--- src/rtl/tx_gmii_pkg.sv ---
// Shared constants and state encoding for the GMII TX frame packer.
// Imported by the packer top and its CRC stepping sub-module.
package tx_gmii_pkg;

  localparam logic [7:0]  PRE_BYTE = 8'h55;
  localparam logic [7:0]  SFD_BYTE = 8'hD5;
  localparam logic [31:0] CRC_POLY = 32'hEDB88320;
  localparam logic [31:0] CRC_INIT = 32'hFFFFFFFF;

  localparam int unsigned PRE_LEN = 7;
  localparam int unsigned FCS_LEN = 4;

  typedef enum logic [2:0] {
    ST_IDLE,
    ST_PRE,
    ST_SFD,
    ST_PAYLOAD,
    ST_FCS,
    ST_IFG
  } state_e;

endpackage

--- src/rtl/tx_gmii_frame_packer_crc32_d8.sv ---
// Reflected CRC-32 advanced by one data byte, LSB first.
// Purely combinational.
module crc32_d8
  import tx_gmii_pkg::*;
(
  input  logic [31:0] i_crc,
  input  logic [7:0]  i_data,
  output logic [31:0] o_crc
);

  logic [31:0] w_c;

  always_comb begin
    w_c = i_crc;
    for (int i = 0; i < 8; i++) begin
      if (w_c[0] ^ i_data[i]) w_c = (w_c >> 1) ^ CRC_POLY;
      else                    w_c = w_c >> 1;
    end
    o_crc = w_c;
  end

endmodule

--- src/rtl/tx_gmii_frame_packer.sv ---
// Wraps fixed-length FIFO payloads as GMII frames:
// preamble, SFD, payload, FCS, then inter-frame gap.
module tx_gmii_frame_packer
  import tx_gmii_pkg::*;
#(
  parameter int unsigned PAYLOAD_LEN = 1024,
  parameter int unsigned IFG_CYCLES  = 12,
  parameter int unsigned LEN_W       = 11
) (
  input  logic       clk,
  input  logic       rst,
  input  logic       start,
  output logic       busy,
  output logic       fifo_rd_en,
  input  logic       fifo_rd_vld,
  input  logic [7:0] fifo_rd_data,
  output logic       gmii_tx_en,
  output logic       gmii_tx_er,
  output logic [7:0] gmii_txd,
  output logic       frame_done,
  output logic       underrun
);

  localparam logic [LEN_W-1:0] LAST_POS = LEN_W'(PAYLOAD_LEN - 1);
  localparam logic [7:0] LAST_PRE  = 8'(PRE_LEN - 1);
  localparam logic [7:0] LAST_FCS  = 8'(FCS_LEN - 1);
  localparam logic [7:0] DONE_SEQ  = 8'(FCS_LEN - 2);
  localparam logic [7:0] LAST_IFG  = 8'(IFG_CYCLES - 1);

  state_e           r_state, w_state_n;
  logic [LEN_W-1:0] r_pos, w_pos_n;
  logic [7:0]       r_seq, w_seq_n;
  logic [31:0]      r_crc, w_crc_in, w_crc_nx, w_inv;
  logic             r_urun_seen, w_urun_seen_n;
  logic             w_slot;
  logic [7:0]       w_pay, w_fcs_b, w_txd_n;
  logic             w_en_n, w_er_n, w_busy_n;
  logic             w_done_n, w_urun_n;

  // State tracks the byte on the wire; the pop runs one
  // cycle ahead so the byte lands in its own slot.
  assign w_slot = (r_state == ST_SFD) ||
                  (r_state == ST_PAYLOAD && r_pos != LAST_POS);
  assign fifo_rd_en = w_slot && fifo_rd_vld;
  assign w_pay = fifo_rd_vld ? fifo_rd_data : 8'h00;
  assign w_crc_in = (r_state == ST_SFD) ? CRC_INIT : r_crc;
  assign w_inv = ~r_crc;
  assign w_fcs_b = 8'(w_inv >> {r_seq[1:0] + 2'd1, 3'b000});

  crc32_d8 u_crc (
    .i_crc  (w_crc_in),
    .i_data (w_pay),
    .o_crc  (w_crc_nx)
  );

  always_comb begin
    w_state_n     = r_state;
    w_pos_n       = r_pos;
    w_seq_n       = r_seq;
    w_urun_seen_n = r_urun_seen;
    w_en_n        = 1'b0;
    w_er_n        = 1'b0;
    w_txd_n       = 8'h00;
    w_busy_n      = 1'b1;
    w_done_n      = 1'b0;
    w_urun_n      = 1'b0;
    unique case (r_state)
      ST_IDLE: begin
        w_busy_n = 1'b0;
        if (start) begin
          w_state_n     = ST_PRE;
          w_seq_n       = '0;
          w_urun_seen_n = 1'b0;
          w_en_n        = 1'b1;
          w_txd_n       = PRE_BYTE;
          w_busy_n      = 1'b1;
        end
      end
      ST_PRE: begin
        w_en_n = 1'b1;
        if (r_seq == LAST_PRE) begin
          w_state_n = ST_SFD;
          w_txd_n   = SFD_BYTE;
        end else begin
          w_seq_n = r_seq + 8'd1;
          w_txd_n = PRE_BYTE;
        end
      end
      ST_SFD, ST_PAYLOAD: begin
        w_en_n = 1'b1;
        if (w_slot) begin
          w_txd_n = w_pay;
          if (!fifo_rd_vld) begin
            w_urun_seen_n = 1'b1;
            w_urun_n      = !r_urun_seen;
          end
          if (r_state == ST_SFD) begin
            w_state_n = ST_PAYLOAD;
            w_pos_n   = '0;
          end else begin
            w_pos_n = r_pos + 1'b1;
          end
        end else begin
          w_state_n = ST_FCS;
          w_seq_n   = '0;
          w_txd_n   = w_inv[7:0];
        end
        w_er_n = w_urun_seen_n;
      end
      ST_FCS: begin
        if (r_seq == LAST_FCS) begin
          w_state_n = ST_IFG;
          w_seq_n   = '0;
        end else begin
          w_en_n   = 1'b1;
          w_er_n   = r_urun_seen;
          w_seq_n  = r_seq + 8'd1;
          w_txd_n  = w_fcs_b;
          w_done_n = (r_seq == DONE_SEQ);
        end
      end
      ST_IFG: begin
        if (r_seq == LAST_IFG) begin
          w_state_n = ST_IDLE;
          w_busy_n  = 1'b0;
        end else begin
          w_seq_n = r_seq + 8'd1;
        end
      end
      default: begin
        w_state_n = ST_IDLE;
        w_busy_n  = 1'b0;
      end
    endcase
  end

  always_ff @(posedge clk or posedge rst) begin
    if (rst) begin
      r_state     <= ST_IDLE;
      r_pos       <= '0;
      r_seq       <= '0;
      r_crc       <= CRC_INIT;
      r_urun_seen <= 1'b0;
      gmii_tx_en  <= 1'b0;
      gmii_tx_er  <= 1'b0;
      gmii_txd    <= 8'h00;
      busy        <= 1'b0;
      frame_done  <= 1'b0;
      underrun    <= 1'b0;
    end else begin
      r_state     <= w_state_n;
      r_pos       <= w_pos_n;
      r_seq       <= w_seq_n;
      r_urun_seen <= w_urun_seen_n;
      if (w_slot) r_crc <= w_crc_nx;
      gmii_tx_en  <= w_en_n;
      gmii_tx_er  <= w_er_n;
      gmii_txd    <= w_txd_n;
      busy        <= w_busy_n;
      frame_done  <= w_done_n;
      underrun    <= w_urun_n;
    end
  end

endmodule

--- config.mk ---
export PLATFORM = sky130hd
export DESIGN_NAME = tx_gmii_frame_packer
export DESIGN_NICKNAME = d
export VERILOG_FILES = /design/src/rtl/tx_gmii_pkg.sv /design/src/rtl/tx_gmii_frame_packer_crc32_d8.sv /design/src/rtl/tx_gmii_frame_packer.sv
export SDC_FILE = /design/constraint.sdc
export NUM_CORES = 1
export LEC_CHECK = 0
export BUFFER_PORTS_ARGS = -buffer_cell sky130_fd_sc_hd__buf_2
export CORE_MARGIN = 4
export CORE_UTILIZATION = 50
export CTS_CLUSTER_SIZE = 16
export DETAILED_ROUTE_END_ITERATION = 8
export GPL_ROUTABILITY_DRIVEN = 0
export PLACE_DENSITY = 0.67
export SLEW_MARGIN = 30
export SYNTH_ARGS = -nofsm -noshare
export SYNTH_HDL_FRONTEND = slang
export SYNTH_SLANG_ARGS = --single-unit
--- constraint.sdc ---
create_clock -name clk -period 3.02 [get_ports clk]
set_clock_uncertainty 0.05 [all_clocks]
set_input_delay 0.151 -clock clk [delete_from_list [all_inputs] [get_ports clk]]
set_output_delay 0.151 -clock clk [all_outputs]
set_load 0.02 [all_outputs]
==> summary.txt, run 1 <==
Clock tree
  • Clk pin slew, worst setup/hold paths: 0.08 ns
  • H-Tree Level Count: 3
  • Clk Latency, worst-skew pair: around 0.35 ns
  • CTS Hold Bufs: 0
  • Deepest clock path buffer count: 2
  • Post-cts resize count: 0
  • CTS sink cnt: 68
  • Clk root buf: clkbuf_8
  • CTS tree: done
  • Cts bufs inserted: 9
  • Setup Buffers After CTS: 0

Critical path
  • WP data required: about 3.3 ns
  • Worst Path Arrival: 2.88 ns
  • Cells along the critical path: nor3b_4 > buf_4 > nor2_1 > xnor2_1 > xor2_1 > o32a_1 > o22a_1
  • Startpoint Class: register
  • CP Capture Type: register
  • Crit path largest cell delay: 0.55 ns
  • Critical Path Fanout Max: 22
  • WS Path Type: register to register
  • Worst path slowest cell: dfrtp_1

Final layout
  • Area of the multi-input gates: roughly 2400 sq um
  • Most common cell after layout, fill and taps aside: nand2_1
  • Most frequent cells in the layout: 71 x nand2_1, 51 x nor2_1, 47 x xnor2_1, 47 x o21ai_0, 36 x dfrtp_1
  • Fin nets: 491
  • Fin cells: 585
  • Area added between synthesis and finish: 11.41%
  • Ratio of cells with drive above 1 in the final layout: 0.2333
  • Antenna cell count: 0
  • Fill count: 748
  • Sequential Area: 1742 sq um

STA
  • Final Hold Fails: 7
  • Worst slew margin: 0.4256
  • RSZ-0062 raised after global routing: false
  • Max Slew Vio Count: 0
  • Post-route setup slack: between 0.3 and 0.4 ns
  • Worst hold slack: -0.004323 ns
  • Setup Viol. Count Final: 0
  • TNS Setup: 0 ns
  • Min Tclk post-route: 2.650 ns
  • Worst slew pin tran: roughly 0.85 ns
  • Max Fclk: 377.3 MHz
  • Period utilization: 0.8775

Power and ir drop
  • P_leak: between 2 and 2.5 nW
  • VDD IR-drop max: between 1000 and 1500 uV
  • PD cells: 1484 nW/um^2

Global route
  • Vias in the first global route: between 3,000 and 4,000
  • GR Layer Usage met1: 0.2849
  • Met2 Usage GRT: 0.3328
  • Antenna violations before repair: 0
  • Met3 Use GR: 0.05142
  • Global-route usage over all layers: 0.2082
  • Overflow after GRT: 0
  • GRT busiest layer: met2
  • Largest net degree at the start of global routing: 69
  • Global-route wire length before repair: 16,420 um

Floorplan
  • Boundary pin count: 26
  • Row cnt: 33
  • Die X-Extent: approximately 100 um
  • Initial Util: 0.5165
  • Core area: 8217 sq um
  • Die Height: 100.1 um
  • Die ar.: roughly 10,000 sq um

Placed design
  • Placed Instances: 570
  • Port buffer count: 25
  • DP Wirelength: roughly 7000 um
  • Place WS: ~0.41 ns

Drt
  • Drt via density: roughly 5.5
  • Initial DRC count: roughly 160
  • WL final: about 9700 um
  • Via count: around 3,200
  • DRC viols: 0
  • Post-route ant nets: 0
  • DRT Pass-1 Iters: 4
  • Drt wl/cell: about 17 um

Synthesis
  • Yosys warns: 0
  • Seq/Total Area, Yosys: 0.4104
  • Syn nets: between 400 and 500
  • Post-synthesis cell area: ~4200 sq um
  • Most used DFF post-synth: dfrtp_1
  • Ys async rst share: 1.000
  • Post-synth EDFFs: 0
  • Syn_area_per_cell: 9.473 sq um
  • Seq cells post-synth: slightly below 70
  • Syn Inst Count: 448
  • Yosys cell types: between 40 and 50

Run
  • Maximum capacitance violations: 0

Outcome
  • Status: finished with violations
  • Failing checks: hold timing

Min path
  • Min-delay worst type: primary input to asynchronous set/reset pin
-- per-layer routing --
| metal | share of wire | up-vias |
|---|---|---|
| li1 | - | 1565 |
| met1 | 0.47 | 1556 |
| met2 | 0.47 | 68 |
| met3 | 0.039 | 13 |
| met4 | 0.017 | 0 |
| met5 | 0 | - |
-- worst max-delay path: cells and delay by family (launching register included) --
kind / cells / cell delay (ns)
and+or+nand+nor: 2 / 0.61
DFF: 1 / 0.55
xor gates and xnor gates: 2 / 0.52
AOI/OAI and AO/OA: 2 / 0.51
buffers and inverters: 1 / 0.34
-- per-stage QoR --
step / util / instance area (sq um) / power (mW) / hold WS [ns]
3_5_place_dp: 0.5523 / 4538 / 6.294 / 0.4162
2_1_floorplan: - / 4244 / 5.332 / 0.2883
3_3_place_gp: 0.5523 / 4538 / 6.208 / 0.4061
5_1_grt: 0.5755 / 4728 / 7.593 / 0.08058
6_report: 0.5755 / 4728 / 7.019 / -0.004323
4_1_cts: 0.5755 / 4728 / 7.064 / 0.03755
-- path summary, 6_finish.rpt --
check / startpoint / to / slack (ns) / cells after the start
worst max-delay path: r_state[1] / r_crc[12] / 0.37 / 7
worst min-delay path: rst / gmii_txd[5] / -0.004 / 3
worst max register to register: r_state[1] / r_crc[12] / 0.37 / 7
worst min register to register: r_crc[31] / r_crc[31] / 0.43 / 2
max in group asynchronous: rst / gmii_txd[0] / 2.37 / 3
min in group clk: start / gmii_tx_en / 0.09 / 3
-- where the power goes --
part	leakage [nW]	switching, mW	total [mW]	internal, mW
clock network	0.0979	0.348	0.743	0.395
logic	1.10	2.21	4.45	2.25
registers	0.798	0.364	1.82	1.46
-- kinds of logic after synthesis --
logic type	share of synthesized area
compound gates	0.1091
simple gates	0.1734
mux	0.05306
flops	0.4104
xor+xnor	0.2158
buf+inv	0.02948
fa+ha+maj	0.008845
-- synth_stat cells, types with 5 or more instances --
cell type  count  area share
dfrtp_1       36        0.21
a21oi_1        7      0.0083
nor2_1        51       0.045
inv_1          8      0.0071
nor2b_1        8       0.012
and3_1         6      0.0088
buf_1          5      0.0044
mux4_2         8       0.042
nor3_1         6      0.0071
o21ai_0       47       0.055
xnor2_1       47       0.097
clkbuf_1      15       0.013
nand2_1       71       0.063
xor2_1        33       0.068
dfstp_2       32        0.20
nand3_1        7      0.0083
-- sequential cells by signal, summed over array words and instances (netlist names) --
signal       flops
underrun         1
r_state          3
gmii_txd         8
gmii_tx_er       1
gmii_tx_en       1
r_urun_seen      1
r_crc           32
r_pos           11
busy             1
frame_done       1
r_seq            8
-- final cells by class --
class | instances | share of cell area
inverter | 8 | 0.006351
clock buffer | 10 | 0.02911
timing repair buffer | 41 | 0.05451
multi-input combinational | 348 | 0.5028
tap | 105 | 0.02779
clock inverter | 5 | 0.01111
sequential | 68 | 0.3684
Power figures use the tool's default switching activity.
==> run 2: changes to the inputs <==
--- a/config.mk
+++ b/config.mk
@@ -7,11 +7,11 @@
 export LEC_CHECK = 0
 export BUFFER_PORTS_ARGS = -buffer_cell sky130_fd_sc_hd__buf_2
 export CORE_MARGIN = 4
-export CORE_UTILIZATION = 50
+export CORE_UTILIZATION = 61
 export CTS_CLUSTER_SIZE = 16
 export DETAILED_ROUTE_END_ITERATION = 8
 export GPL_ROUTABILITY_DRIVEN = 0
-export PLACE_DENSITY = 0.67
+export PLACE_DENSITY = 0.79
 export SLEW_MARGIN = 30
 export SYNTH_ARGS = -nofsm -noshare
 export SYNTH_HDL_FRONTEND = slang
==> summary.txt, run 2 (synthesis gave the netlist of run 1 again) <==
Clock tree
  • Clk root buf: clkbuf_8
  • CTS Hold Bufs: 0
  • Clk Latency, worst-skew pair: roughly 0.35 ns
  • Deepest clock path buffer count: 2
  • CTS sink cnt: 68
  • Clk pin slew, worst setup/hold paths: 0.07 ns
  • H-Tree Level Count: 3
  • CTS tree: done
  • Post-cts resize count: 0
  • Cts bufs inserted: 9
  • Setup Buffers After CTS: 0

STA
  • Max Fclk: roughly 360 MHz
  • Period utilization: 0.9158
  • Min Tclk post-route: around 2.8 ns
  • RSZ-0062 raised after global routing: false
  • Setup Viol. Count Final: 0
  • Worst hold slack: ~0.01 ns
  • Final Hold Fails: 0
  • Worst slew pin tran: about 0.86 ns
  • TNS Setup: 0 ns
  • Worst slew margin: 0.4211
  • Max Slew Vio Count: 0

Critical path
  • Worst Path Arrival: approximately 3 ns
  • Critical Path Fanout Max: 13
  • WS Path Type: register to register
  • Crit path largest cell delay: roughly 0.59 ns
  • Worst path slowest cell: nor3b_4
  • Startpoint Class: register
  • WP data required: roughly 3.3 ns
  • Cells along the critical path: nor3b_4 > nor2_1 > xnor2_4 > xor2_2 > xnor3_1 > mux2_2
  • Crit-path leading delay family: XOR/XNOR gates
  • CP bufs+invs: 0
  • CP Capture Type: register

Drt
  • DRC viols: 0
  • WL final: ~10000 um
  • Drt via density: 5.794
  • DRT Pass-1 Iters: 4
  • Drt wl/cell: around 17 um
  • Via count: between 3,000 and 4,000
  • Initial DRC count: roughly 200
  • Post-route ant nets: 0

Final layout
  • Largest Register: r_crc
  • Ratio of cells with drive above 1 in the final layout: 0.2344
  • Fill count: 504
  • Area added between synthesis and finish: 11.62%
  • Max reg flops: 32
  • Fin nets: slightly below 500
  • Most frequent cells in the layout: 71 x nand2_1, 51 x nor2_1, 47 x xnor2_1, 47 x o21ai_0, 36 x dfrtp_1
  • Design area: 4737 sq um
  • Largest registers: r_crc x32, r_pos x11
  • Most common cell after layout, fill and taps aside: nand2_1
  • Antenna cell count: 0

Floorplan
  • Boundary pin count: 26
  • Core area: about 6800 sq um
  • Die X-Extent: between 90 and 100 um
  • Row cnt: 30
  • Die ar.: 8356 sq um
  • Die Height: about 90 um
  • Initial Util: 0.6247

Min path
  • Min-delay worst type: primary input to asynchronous set/reset pin

Placed design
  • DP Area: 4534 sq um
  • DP Wirelength: between 7000 and 8000 um
  • Port buffer count: 25

Power and ir drop
  • P_leak: 2.007 nW
  • PD cells: 1504 nW/um^2
  • VDD IR-drop max: around 1300 uV

Global route
  • Global-route wire length before repair: between 15,000 and 20,000 um
  • Global-route usage over all layers: 0.2499
  • Vias in the first global route: ~3,300
  • Largest net degree at the start of global routing: a little under 70
  • Antenna violations before repair: 0
  • Overflow after GRT: 0

Outcome
  • Status: finished, final reports clean

Run
  • Maximum capacitance violations: 0
==> run 2: cell count changes in the layout (fill, tap and decap cells not counted), sizes merged <==
cell    previous run  this run
clkbuf            10        12
buf               41        42
clkinv             3         2
==> run 2: layout make-up <==
type / count / area [sq um] / share of cell area
Tap cell: 96 / 120.1 / 0.02536
Clock buffer: 12 / 155.1 / 0.03275
Sequential cell: 68 / 1742 / 0.3677
Multi-Input combinational cell: 348 / 2377 / 0.5018
Clock inverter: 4 / 47.55 / 0.01004
Inverter: 8 / 30.03 / 0.006339
Timing Repair Buffer: 42 / 265.3 / 0.05600
==> run 2: layer usage <==
metal	vias to the layer above	part of all wire	track usage
met2	117	0.48	0.4029
met3	19	0.060	0.05468
met4	0	0.023	0.09171
li1	1566	-	-
met5	-	0	0
met1	1647	0.44	0.3303
==> run 2: per-stage QoR <==
stage | utilization | power, mW | std cells | setup slack [ns]
floorplan | - | 5.332 | 448 | 0.5283
CTS | 0.6972 | 7.119 | 578 | 0.3088
detailed placement | 0.6674 | 6.317 | 562 | 0.3304
finish | 0.6972 | 7.124 | 578 | 0.2543
global placement | 0.6674 | 6.175 | 562 | 0.5161
global route | 0.6972 | 7.620 | 578 | 0.1112
==> run 2: final timing paths <==
path                                 start     endpoint  slack, ns  depth (start not counted)
worst max register to register  r_state[1]    r_crc[20]       0.25                          6
max in group asynchronous              rst  gmii_txd[4]       2.37                          3
worst min register to register   r_crc[31]    r_crc[31]       0.44                          2
worst min-delay path                   rst     r_pos[7]       0.01                          3
min in group clk                     start   gmii_tx_en       0.10                          3
worst max-delay path            r_state[1]    r_crc[20]       0.25                          6
==> run 2: worst min-delay path: stages <==
cell and delay, ns:
buf_2 0.10, inv_2 0.03, buf_4 0.66
==> run 2: power breakdown <==
part / leakage, nW / internal [mW] / switching, mW / total (mW)
Combinational: 1.11 / 2.25 / 2.29 / 4.54
Clock: 0.102 / 0.424 / 0.351 / 0.775
Sequential: 0.798 / 1.46 / 0.353 / 1.81
Total: 2.01 / 4.13 / 2.99 / 7.12
==> run 3: changes to the inputs <==
--- a/config.mk
+++ b/config.mk
@@ -8,6 +8,7 @@
 export BUFFER_PORTS_ARGS = -buffer_cell sky130_fd_sc_hd__buf_2
 export CORE_MARGIN = 4
 export CORE_UTILIZATION = 61
+export CTS_BUF_LIST = sky130_fd_sc_hd__clkbuf_16
 export CTS_CLUSTER_SIZE = 16
 export DETAILED_ROUTE_END_ITERATION = 8
 export GPL_ROUTABILITY_DRIVEN = 0
==> summary.txt, run 3 (synthesis gave the netlist of run 1 again) <==
Outcome
  • Status: finished, final reports clean

Floorplan
  • Boundary pin count: 26
  • Core area: a little under 7000 sq um
  • Die ar.: around 8400 sq um
  • Die X-Extent: 91.41 um
  • Initial Util: 0.6247
  • Die Height: between 90 and 100 um
  • Row cnt: 30

STA
  • Period utilization: 0.9009
  • Max Slew Vio Count: 0
  • Worst slew margin: 0.3912
  • Final Hold Fails: 0
  • Setup Viol. Count Final: 0
  • Min Tclk post-route: between 2 and 3 ns
  • Worst slew pin tran: 0.9036 ns
  • TNS Setup: 0 ns
  • Post-route setup slack: 0.2991 ns
  • Max Fclk: approximately 370 MHz
  • RSZ-0062 raised after global routing: false

Clock tree
  • Deepest clock path buffer count: 2
  • Clk Latency, worst-skew pair: 0.33 ns
  • Cts bufs inserted: 9
  • CTS Hold Bufs: 0
  • Setup Buffers After CTS: 0
  • CTS tree: done
  • CTS sink cnt: roughly 70
  • Post-cts resize count: 0
  • Clk root buf: clkbuf_16
  • Clk pin slew, worst setup/hold paths: ~0.050 ns
  • H-Tree Level Count: 3

Critical path
  • Worst Path Arrival: 2.93 ns
  • Crit-path leading delay family: XOR/XNOR gates
  • WS Path Type: register to register
  • CP bufs+invs: 0
  • CP Capture Type: register
  • Worst path slowest cell: nor3b_4
  • WP data required: approximately 3.2 ns
  • Startpoint Class: register
  • Crit path largest cell delay: approximately 0.57 ns
  • Cells along the critical path: nor3b_4 > nor2_1 > xnor2_4 > xor2_2 > xnor3_1 > mux2_2
  • Critical Path Fanout Max: 13

Placed design
  • DP Area: approximately 4500 sq um
  • Port buffer count: 25
  • Place WS: 0.3304 ns
  • DP Wirelength: about 7000 um

Final layout
  • Fin nets: around 500
  • Largest Register: r_crc
  • Largest registers: r_crc x32, r_pos x11
  • Antenna cell count: 0
  • Most common cell after layout, fill and taps aside: nand2_1
  • Area added between synthesis and finish: 13.53%
  • Fill count: ~490
  • Most frequent cells in the layout: 71 x nand2_1, 51 x nor2_1, 47 x xnor2_1, 47 x o21ai_0, 36 x dfrtp_1
  • Max reg flops: 32
  • Design area: around 4800 sq um
  • Ratio of cells with drive above 1 in the final layout: 0.2303

Drt
  • Drt wl/cell: between 15 and 20 um
  • WL final: 9832 um
  • DRT Pass-1 Iters: 4
  • Via count: around 3,300
  • Initial DRC count: ~190
  • Drt via density: between 5 and 6
  • Post-route ant nets: 0
  • DRC viols: 0

Min path
  • Min-delay worst type: primary input to asynchronous set/reset pin

Global route
  • Vias in the first global route: about 3,300
  • Overflow after GRT: 0
  • Largest net degree at the start of global routing: 69
  • Antenna violations before repair: 0
  • Global-route usage over all layers: 0.2479
  • Global-route wire length before repair: about 16,000 um

Power and ir drop
  • PD cells: 1523 nW/um^2
  • P_leak: slightly above 2 nW
  • VDD IR-drop max: ~1300 uV

Run
  • Maximum capacitance violations: 0
==> run 3: cell types whose count changed in the layout (fill, tap and decap cells not counted), sizes merged <==
cell,before,now
inv,8,9
clkbuf,12,9
clkinv,2,4
==> run 3: routing by layer <==
metal  GRT usage  vias up  share of wire
met5           0        -              0
met4     0.07035        0          0.017
met3     0.04474       16          0.063
met2      0.4169      104           0.49
met1      0.3274     1600           0.43
li1            -     1572              -
==> run 3: final timing paths <==
check | startpoint | end | slack (ns) | cells past startpoint
min | rst | r_pos[7] | 0.03 | 3
max in group asynchronous | rst | r_urun_seen | 2.36 | 3
min in group clk | start | gmii_tx_en | 0.12 | 3
max reg2reg | r_state[1] | r_crc[20] | 0.30 | 6
min reg2reg | r_crc[31] | r_crc[31] | 0.43 | 2
max | r_state[1] | r_crc[20] | 0.30 | 6
==> run 3: worst reg2reg max path: stages, from the launching register on <==
cell and delay (ns):
dfrtp_1 0.55, nor3b_4 0.57, nor2_1 0.22, xnor2_4 0.28, xor2_2 0.26, xnor3_1 0.44
mux2_2 0.27
==> run 3: area by class of cell <==
class	instances	area, sq um	share of cell area
Multi-Input combinational cell	348	2377	0.4934
Sequential cell	68	1742	0.3615
Timing Repair Buffer	42	265.3	0.05505
Clock buffer	9	225.2	0.04674
Tap cell	96	120.1	0.02493
Clock inverter	7	58.81	0.01220
Inverter	8	30.03	0.006232
==> run 3: through the flow <==
stage	instances	hold WS, ns	power [mW]	util
after floorplan	448	0.2883	5.332	-
after global placement	562	0.3909	6.175	0.6674
after global routing	578	0.1175	7.853	0.7092
after CTS	578	0.05522	7.353	0.7092
after detailed placement	562	0.4041	6.317	0.6674
final	578	0.02865	7.338	0.7092
==> run 3: report_power, final <==
group          switching (mW)  internal (mW)  total (mW)  leakage (nW)
clock network           0.380          0.627        1.01         0.141
logic                    2.27           2.25        4.52          1.11
registers               0.353           1.46        1.82         0.798
